--- src/rtl/mem_access_ctrl_if.sv ---
// Data-memory bus between mem_access_ctrl (master) and the data memory (slave).
// master drives the registered request fields; slave returns mem_ready/mem_rdata.
//   mem_req    request, held until the memory answers or the access times out
//   mem_we     write enable, valid with mem_req
//   mem_addr   word-aligned address
//   mem_be     byte enables
//   mem_wdata  store data replicated into the addressed lanes
//   mem_ready  memory completes the request this cycle
//   mem_rdata  read word, valid when mem_ready=1
interface mem_access_ctrl_if;
  logic        mem_req;
  logic        mem_we;
  logic [31:0] mem_addr;
  logic [3:0]  mem_be;
  logic [31:0] mem_wdata;
  logic        mem_ready;
  logic [31:0] mem_rdata;

  modport master (
    output mem_req, mem_we, mem_addr, mem_be, mem_wdata,
    input  mem_ready, mem_rdata
  );

  modport slave (
    input  mem_req, mem_we, mem_addr, mem_be, mem_wdata,
    output mem_ready, mem_rdata
  );
endinterface

--- src/rtl/mem_access_ctrl.sv ---
// Sequences the data-memory access of the instruction in EX/MEM.
// Stalls the pipeline while a request is outstanding, extracts and extends
// load data, and flags misaligned accesses and memory timeouts.
//   clk, rst              clock, asynchronous active-high reset
//   exmem_*               EX/MEM register fields (valid, load/store, size,
//                         unsigned, effective address, store data)
//   stall                 freeze PC and upstream pipeline registers
//   mem                   data-memory bus (master side)
//   load_data/load_valid  extended load result, one-cycle pulse
//   align_err             one-cycle pulse, misaligned access suppressed
//   bus_err               one-cycle pulse, access timed out
module mem_access_ctrl #(
  parameter int unsigned TIMEOUT = 16
) (
  input  logic                     clk,
  input  logic                     rst,
  input  logic                     exmem_valid,
  input  logic                     exmem_memread,
  input  logic                     exmem_memwrite,
  input  logic [1:0]               exmem_size,
  input  logic                     exmem_unsigned,
  input  logic [31:0]              exmem_aluresult,
  input  logic [31:0]              exmem_wdata,
  output logic                     stall,
  mem_access_ctrl_if.master        mem,
  output logic [31:0]              load_data,
  output logic                     load_valid,
  output logic                     align_err,
  output logic                     bus_err
);

  localparam int unsigned CW = $clog2(TIMEOUT);
  localparam logic [CW-1:0] CNT_LAST = CW'(TIMEOUT - 1);

  typedef enum logic [1:0] {IDLE, ACCESS, DONE} state_t;

  state_t        state_q, state_d;
  logic          req_q, req_d;
  logic          we_q, we_d;
  logic [31:0]   addr_q, addr_d;
  logic [3:0]    be_q, be_d;
  logic [31:0]   wdata_q, wdata_d;
  logic [31:0]   load_data_q, load_data_d;
  logic          load_valid_q, load_valid_d;
  logic          bus_err_q, bus_err_d;
  logic [CW-1:0] cnt_q, cnt_d;
  // Byte offset, size and extension mode kept for lane extraction at completion.
  logic [1:0]    lo_q, lo_d;
  logic [1:0]    size_q, size_d;
  logic          uns_q, uns_d;

  logic          need;
  logic          misaligned;
  logic [3:0]    be_calc;
  logic [31:0]   wdata_calc;

  function automatic logic [31:0] extend_load(input logic [31:0] word,
                                              input logic [1:0]  size,
                                              input logic [1:0]  lo,
                                              input logic        uns);
    logic [7:0]  b;
    logic [15:0] h;
    logic [31:0] r;
    b = word[{lo, 3'b000} +: 8];
    h = lo[1] ? word[31:16] : word[15:0];
    case (size)
      2'b00:   r = uns ? {24'h0, b} : {{24{b[7]}}, b};
      2'b01:   r = uns ? {16'h0, h} : {{16{h[15]}}, h};
      default: r = word;
    endcase
    return r;
  endfunction

  always_comb begin
    need       = exmem_valid & (exmem_memread | exmem_memwrite);
    misaligned = ((exmem_size == 2'b01) & exmem_aluresult[0]) |
                 (exmem_size[1] & (|exmem_aluresult[1:0]));
    case (exmem_size)
      2'b00: begin
        be_calc    = 4'b0001 << exmem_aluresult[1:0];
        wdata_calc = {4{exmem_wdata[7:0]}};
      end
      2'b01: begin
        be_calc    = exmem_aluresult[1] ? 4'b1100 : 4'b0011;
        wdata_calc = {2{exmem_wdata[15:0]}};
      end
      default: begin
        be_calc    = 4'b1111;
        wdata_calc = exmem_wdata;
      end
    endcase
  end

  always_comb begin
    state_d      = state_q;
    req_d        = req_q;
    we_d         = we_q;
    addr_d       = addr_q;
    be_d         = be_q;
    wdata_d      = wdata_q;
    load_data_d  = load_data_q;
    load_valid_d = 1'b0;
    bus_err_d    = 1'b0;
    cnt_d        = cnt_q;
    lo_d         = lo_q;
    size_d       = size_q;
    uns_d        = uns_q;
    stall        = 1'b0;
    align_err    = 1'b0;

    case (state_q)
      IDLE: begin
        if (need) begin
          if (misaligned) begin
            align_err = 1'b1;
          end else begin
            stall   = 1'b1;
            req_d   = 1'b1;
            we_d    = exmem_memwrite;
            addr_d  = {exmem_aluresult[31:2], 2'b00};
            be_d    = be_calc;
            wdata_d = wdata_calc;
            lo_d    = exmem_aluresult[1:0];
            size_d  = exmem_size;
            uns_d   = exmem_unsigned;
            cnt_d   = '0;
            state_d = ACCESS;
          end
        end
      end
      ACCESS: begin
        stall = 1'b1;
        // The completion pulses are registered on the way out so they are
        // visible exactly during the DONE cycle.
        if (mem.mem_ready) begin
          req_d   = 1'b0;
          state_d = DONE;
          if (!we_q) begin
            load_data_d  = extend_load(mem.mem_rdata, size_q, lo_q, uns_q);
            load_valid_d = 1'b1;
          end
        end else if (cnt_q == CNT_LAST) begin
          req_d     = 1'b0;
          bus_err_d = 1'b1;
          state_d   = DONE;
        end else begin
          cnt_d = cnt_q + CW'(1);
        end
      end
      DONE: begin
        state_d = IDLE;
      end
      default: begin
        state_d = IDLE;
      end
    endcase
  end

  always_ff @(posedge clk or posedge rst) begin
    if (rst) begin
      state_q      <= IDLE;
      req_q        <= 1'b0;
      we_q         <= 1'b0;
      addr_q       <= '0;
      be_q         <= '0;
      wdata_q      <= '0;
      load_data_q  <= '0;
      load_valid_q <= 1'b0;
      bus_err_q    <= 1'b0;
      cnt_q        <= '0;
      lo_q         <= '0;
      size_q       <= '0;
      uns_q        <= 1'b0;
    end else begin
      state_q      <= state_d;
      req_q        <= req_d;
      we_q         <= we_d;
      addr_q       <= addr_d;
      be_q         <= be_d;
      wdata_q      <= wdata_d;
      load_data_q  <= load_data_d;
      load_valid_q <= load_valid_d;
      bus_err_q    <= bus_err_d;
      cnt_q        <= cnt_d;
      lo_q         <= lo_d;
      size_q       <= size_d;
      uns_q        <= uns_d;
    end
  end

  assign mem.mem_req   = req_q;
  assign mem.mem_we    = we_q;
  assign mem.mem_addr  = addr_q;
  assign mem.mem_be    = be_q;
  assign mem.mem_wdata = wdata_q;
  assign load_data     = load_data_q;
  assign load_valid    = load_valid_q;
  assign bus_err       = bus_err_q;

endmodule

--- src/flat_wrapper.sv ---
// flat-port wrapper written by rule: the top's interface ports become plain ports
module mem_access_ctrl_flat 
#(
  parameter int unsigned TIMEOUT = 16
)
  (clk, rst, exmem_valid, exmem_memread, exmem_memwrite, exmem_size, exmem_unsigned, exmem_aluresult, exmem_wdata, stall, load_data, load_valid, align_err, bus_err, mem_mem_req, mem_mem_we, mem_mem_addr, mem_mem_be, mem_mem_wdata, mem_mem_ready, mem_mem_rdata);
  mem_access_ctrl_if mem_i ();
  input  logic clk;
  input  logic rst;
  input  logic exmem_valid;
  input  logic exmem_memread;
  input  logic exmem_memwrite;
  input  logic [1:0] exmem_size;
  input  logic exmem_unsigned;
  input  logic [31:0] exmem_aluresult;
  input  logic [31:0] exmem_wdata;
  output logic stall;
  output logic [31:0] load_data;
  output logic load_valid;
  output logic align_err;
  output logic bus_err;
  output wire logic [$bits(mem_i.mem_req)-1:0] mem_mem_req;
  output wire logic [$bits(mem_i.mem_we)-1:0] mem_mem_we;
  output wire logic [$bits(mem_i.mem_addr)-1:0] mem_mem_addr;
  output wire logic [$bits(mem_i.mem_be)-1:0] mem_mem_be;
  output wire logic [$bits(mem_i.mem_wdata)-1:0] mem_mem_wdata;
  input wire logic [$bits(mem_i.mem_ready)-1:0] mem_mem_ready;
  input wire logic [$bits(mem_i.mem_rdata)-1:0] mem_mem_rdata;
  assign mem_mem_req = mem_i.mem_req;
  assign mem_mem_we = mem_i.mem_we;
  assign mem_mem_addr = mem_i.mem_addr;
  assign mem_mem_be = mem_i.mem_be;
  assign mem_mem_wdata = mem_i.mem_wdata;
  assign mem_i.mem_ready = mem_mem_ready;
  assign mem_i.mem_rdata = mem_mem_rdata;
  mem_access_ctrl #(.TIMEOUT(TIMEOUT)) u_core (.clk(clk), .rst(rst), .exmem_valid(exmem_valid), .exmem_memread(exmem_memread), .exmem_memwrite(exmem_memwrite), .exmem_size(exmem_size), .exmem_unsigned(exmem_unsigned), .exmem_aluresult(exmem_aluresult), .exmem_wdata(exmem_wdata), .stall(stall), .mem(mem_i), .load_data(load_data), .load_valid(load_valid), .align_err(align_err), .bus_err(bus_err));
endmodule
--- config.mk ---
export PLATFORM = sky130hd
export DESIGN_NAME = mem_access_ctrl_flat
export DESIGN_NICKNAME = d
export VERILOG_FILES = /design/src/rtl/mem_access_ctrl_if.sv /design/src/rtl/mem_access_ctrl.sv /design/src/flat_wrapper.sv
export SDC_FILE = /design/constraint.sdc
export NUM_CORES = 1
export LEC_CHECK = 0
export ABC_CLOCK_PERIOD_IN_PS = 5300
export CAP_MARGIN = 20
export CELL_PAD_IN_SITES_DETAIL_PLACEMENT = 1
export CELL_PAD_IN_SITES_GLOBAL_PLACEMENT = 1
export CORE_MARGIN = 2
export CORE_UTILIZATION = 33
export DETAILED_ROUTE_END_ITERATION = 8
export PLACE_DENSITY_LB_ADDON = 0.1
export SYNTH_ARGS = -nofsm -noshare
export SYNTH_HDL_FRONTEND = slang
export SYNTH_SLANG_ARGS = --single-unit
--- constraint.sdc ---
create_clock -name clk -period 5.3 [get_ports clk]
set_input_delay 1.06 -clock clk [delete_from_list [all_inputs] [get_ports clk]]
set_output_delay 1.06 -clock clk [all_outputs]
set_load 0.02 [all_outputs]
Word level (Yosys, flattened, before mapping)
Index checks and enable logic that the tools add are counted. W data, S select, Z words.

Register bits: 113. Logic and storage cells: 76. Bits of input ports: 105.

Reduce and logical (&&, ||, !) cells: 10. Shift-type cells: 2. Eq/ne operators: 9. Mux-type cells: 34. Bitwise operators: 7. Add/sub/neg operators: 1.

Operator list (count): $pmux W32 S2 (2); $mux W32 (2); $shiftx A32 B6 Y8 (1); $mux W4 (5); $mux W16 (1); $pmux W4 S2 (2); $mux W1 (15); $reduce_and A3 Y1 (3); $mux W2 (4); $eq A2 B1 Y1 const B (3); $logic_not A2 Y1 (3); $ne A2 B2 Y1 const B (3); $reduce_and A5 Y1 (1); $add A4 B1 Y4 const B (1); $eq A4 B4 Y1 const B (1); $pmux W1 S2 (2); $pmux W2 S2 (1); $reduce_and A4 Y1 (1); $shl A1 B2 Y4 const A (1); $and A1 B1 Y1 (3); $ne A3 B2 Y1 const B (1); $ne A2 B1 Y1 const B (1); $not A1 Y1 (2); $or A1 B1 Y1 (2); 2 further kinds (2).

Depth between registers and ports, before layout
Depth in word-level cells: 6. Gate-level depth with buffers: 8. Mapped depth without buffers: 6.

Worst setup path after synthesis
Ideal clock, no wire load.

Kind: input to output. Start: input exmem_size[0]. End: output stall. Stages on the path: 6. Arrival: 2.353 ns. Slack: 1.887 ns. Buffers on the path: 2. Cells stage by stage: buf_2 > or2_1 > buf_1 > a211oi_1 > nor2_1 > nor2_1.

Word-level cells in the longest chain between the ends: 6.

Ends and longest elaborated chain: start: declaration (RTL line flat_wrapper.sv:13) `input logic [1:0] exmem_size;`; $eq A2 B1 Y1 (RTL line mem_access_ctrl.sv:76) `misaligned = ((exmem_size == 2'b01) & exmem_aluresult[0]) |`; $and A1 B1 Y1 (RTL line mem_access_ctrl.sv:76); $or A1 B1 Y1 (RTL line mem_access_ctrl.sv:76); $mux W1 (RTL line mem_access_ctrl.sv:114) `if (misaligned) begin`; $mux W1 (RTL line mem_access_ctrl.sv:113) `if (need) begin`; $pmux W1 S2 (RTL line mem_access_ctrl.sv:111) `case (state_q)`; end: declaration (RTL line flat_wrapper.sv:17) `output logic stall;`.

Every way passes these cells.

Worst setup path in the final report
Same ends and word-level chain as after synthesis.

==> results.json <==
{
  "path_delay_family": "buffers and inverters",
  "post-route-min-period_ns": 4.20,
  "core_area_um2": 15800,
  "power.leakage_nw": 3.41,
  "routedWlPerCell_um": 18.8,
  "grt_overflow_total": 0,
  "syn_to_final_growth_pct": 53.1,
  "drc_errors": 0,
  "clock_skew_ns": 0.00904,
  "synth_cell_types": 45,
  "antennaDiodeCount": 0,
  "globalplace.congestion": 0.814,
  "min_path_type": "register to register",
  "grt_max_degree": 83,
  "root_buffer": "clkbuf_16",
  "cts_sinks": 113,
  "dp_hpwl_um": 12500,
  "start_kind": "primary input",
  "min_from": "u_core.load_data[19]",
  "num_rows": 46,
  "die_x_um": 131,
  "hold_violations": 0,
  "cts.repair.resized": 0,
  "synth_area_leader_cell": "dfrtp_1",
  "clk_path_buf_depth": 2,
  "die-area_um2": 17100,
  "antenna_found_initial": 0,
  "syn_area_um2": 5290,
  "syn_inst": 483,
  "hold_end": "u_core.load_data[19]",
  "dr.pass1.iters": 4,
  "r2r_cells": 6,
  "required_ns": 4.24,
  "grtUsageTotal_pct": 20.6,
  "min_delay_path_depth": 2,
  "ys_seq_elements": 113,
  "synth_top_area_share_pct": 53.4,
  "via_count": 4468,
  "clkLatencyLatePin_ns": 0.41,
  "ir_worst_vdd_v": 0.000242,
  "die_y_um": 131,
  "fin_nets": 790,
  "timing.fmax_mhz": 238,
  "grt_pass1_wl_um": 26600,
  "cpPeakStageDelay_ns": 0.61,
  "ys_dominant_reg_cell": "dfrtp_1",
  "crit_buf_inv": 4,
  "async_reset_ff_share_pct": 100,
  "worstSetupPathType": "primary input to primary output",
  "fin_util_pct": 51.4,
  "synth_common_cells": "113 x dfrtp_1, 60 x mux2_2, 53 x nand2_1",
  "grt_pass1_vias": 4845,
  "rsz0062_at_grt": "false",
  "portBuffers": 208,
  "cts_post_setup_buffers_inserted": 0,
  "drt_iter0_markers": 165,
  "reg2reg_slack_ns": 2.36,
  "initial_core_util_pct": 33.6,
  "setup_tns_ns": 0,
  "outcome": "finished, final reports clean",
  "n_fill_cell": 1721,
  "yosysSeqAreaShare_pct": 53.4,
  "postCtsHoldBufs": 0,
  "avgSynthCellArea_um2": 11.0,
  "cts_tree": "done",
  "r2r_end": "u_core.load_data[9]",
  "slew_viol_final": 0,
  "routed_wl_um": 17100,
  "worst-path-max-fanout": 15,
  "yosysMostFrequentCell": "dfrtp_1",
  "synth_area_leaders": "dfrtp_1 53%, mux2_2 13%, mux2i_1 5.1%, nand2_1 3.8%, nand3_1 3.3%",
  "worst-path-stages": 8,
  "maxCapViolCount": 0,
  "ant_nets": 0,
  "tightest_slew_ns": 0.957,
  "synth-edff-count": 0,
  "ios": 211,
  "post-route-cell-area_um2": 8100,
  "cpMaxStageDelayCell": "clkdlybuf4s50_1",
  "crit_path_end_kind": "primary output",
  "r2r-start": "u_core.state_q[1]",
  "cts_made_buffers": 17,
  "slew_headroom_pct": 36.2,
  "layout-drive-gt1-share_pct": 16.8,
  "clk_pin_slew_ns": 0.05,
  "via_per_inst": 4.90,
  "crit_chain": "clkdlybuf4s50_1, buf_4, or2_1, buf_4, a211oi_1, nor2_1, nor2_1, clkdlybuf4s50_1",
  "htreeDepth": 4,
  "yosys_warnings": 0,
  "cp_data_arrival_time_ns": 3.14,
  "setup_viol": 0,
  "postPlaceCellArea_um2": 7520,
  "p_per_area_nw_per_um2": 536,
  "period_share_pct": 79.2
}
==> layout by cell type (no fill, tap or decap), drive strengths merged, types with 2 or more instances in the layout <==
master / synthesis / final
conb: 1 / 2
dfrtp: 113 / 113
clkdlybuf4s50: 0 / 208
o21ai: 22 / 22
or2: 11 / 11
a21oi: 29 / 29
mux2: 60 / 60
nand3b: 8 / 8
nor2: 29 / 29
o22ai: 2 / 2
and2: 2 / 2
clkinv: 0 / 3
nand2b: 5 / 5
mux2i: 27 / 27
clkbuf: 15 / 25
inv: 5 / 5
nand3: 35 / 35
a31oi: 7 / 7
a21o: 2 / 2
nand2: 53 / 53
buf: 20 / 8
xor2: 2 / 2
nor3: 12 / 12
o221a: 7 / 7
==> per-stage QoR <==
stage / power (W) / setup WS, ns / hold slack, ns / cells
detailed placement: 0.00327 / 1.09 / 0.483 / 880
floorplan: 0.00235 / 1.25 / 0.471 / 484
CTS: 0.00438 / 1.07 / 0.495 / 910
global route: 0.00460 / 1.00 / 0.517 / 911
finish: 0.00434 / 1.10 / 0.485 / 911
global placement: 0.00322 / 1.11 / 0.475 / 879
==> logic make-up (layout without fill, tap and decap cells) <==
logic type | after synthesis | after routing | share of synthesized area [%]
xor+xnor | 3 | 3 | 0.496
mux | 87 | 87 | 17.9
fa+ha+maj | 1 | 1 | 0.236
other cells | 1 | 2 | 0.0708
flops | 113 | 113 | 53.4
compound gates | 76 | 76 | 9.34
simple gates | 162 | 162 | 14.5
buf+inv | 40 | 251 | 4.11
==> report_power, final <==
group | switching [W] | total, W | internal [W]
clock | 0.000384 | 0.00108 | 0.000699
sequential | 0.000230 | 0.00143 | 0.00120
combinational | 0.000904 | 0.00183 | 0.000927
total | 0.00152 | 0.00434 | 0.00282
==> worst max path at each step <==
stage	slack, ns	to	start
after global placement	1.11	stall	exmem_size[0]
after CTS	1.07	stall	exmem_size[0]
after detailed placement	1.09	stall	exmem_size[0]
final	1.10	stall	exmem_size[0]
after floorplan	1.25	u_core.bus_err	rst
after global routing	1.00	stall	exmem_size[0]
==> registers in the layout (all words and copies together), names as in the netlist, 2 cells and up <==
register	count
u_core.load_data	32
u_core.mem.mem_wdata	32
u_core.mem.mem_addr	30
u_core.cnt_q	4
u_core.mem.mem_be	4
u_core.lo_q	2
u_core.size_q	2
u_core.state_q	2
==> area by class of cell <==
class / instances / area [um^2] / share of cell area (%)
clock buffers: 25 / 505 / 6.24
clock inverters: 5 / 52.6 / 0.648
inverters: 5 / 21.3 / 0.262
multi-input cells: 331 / 2250 / 27.8
flip-flops and latches: 113 / 2830 / 34.9
well taps: 216 / 270 / 3.33
repair buffers: 216 / 2170 / 26.8
==> routing by layer <==
| layer | GRT usage (%) | wire length, um | share of wire, % |
|---|---|---|---|
| met1 | 25.3 | 7120 | 42 |
| met2 | 33.4 | 8210 | 48 |
| met3 | 8.18 | 1480 | 8.6 |
| met4 | 6.82 | 277 | 1.6 |
| met5 | 0 | 0 | 0 |
==> tightest hold or removal path, cell delays in order (launching register included) <==
cell	delay, ns
dfrtp_1	0.34
nand2_1	0.05
nand3_1	0.07
No activity file was read; power rests on OpenSTA's default activity.
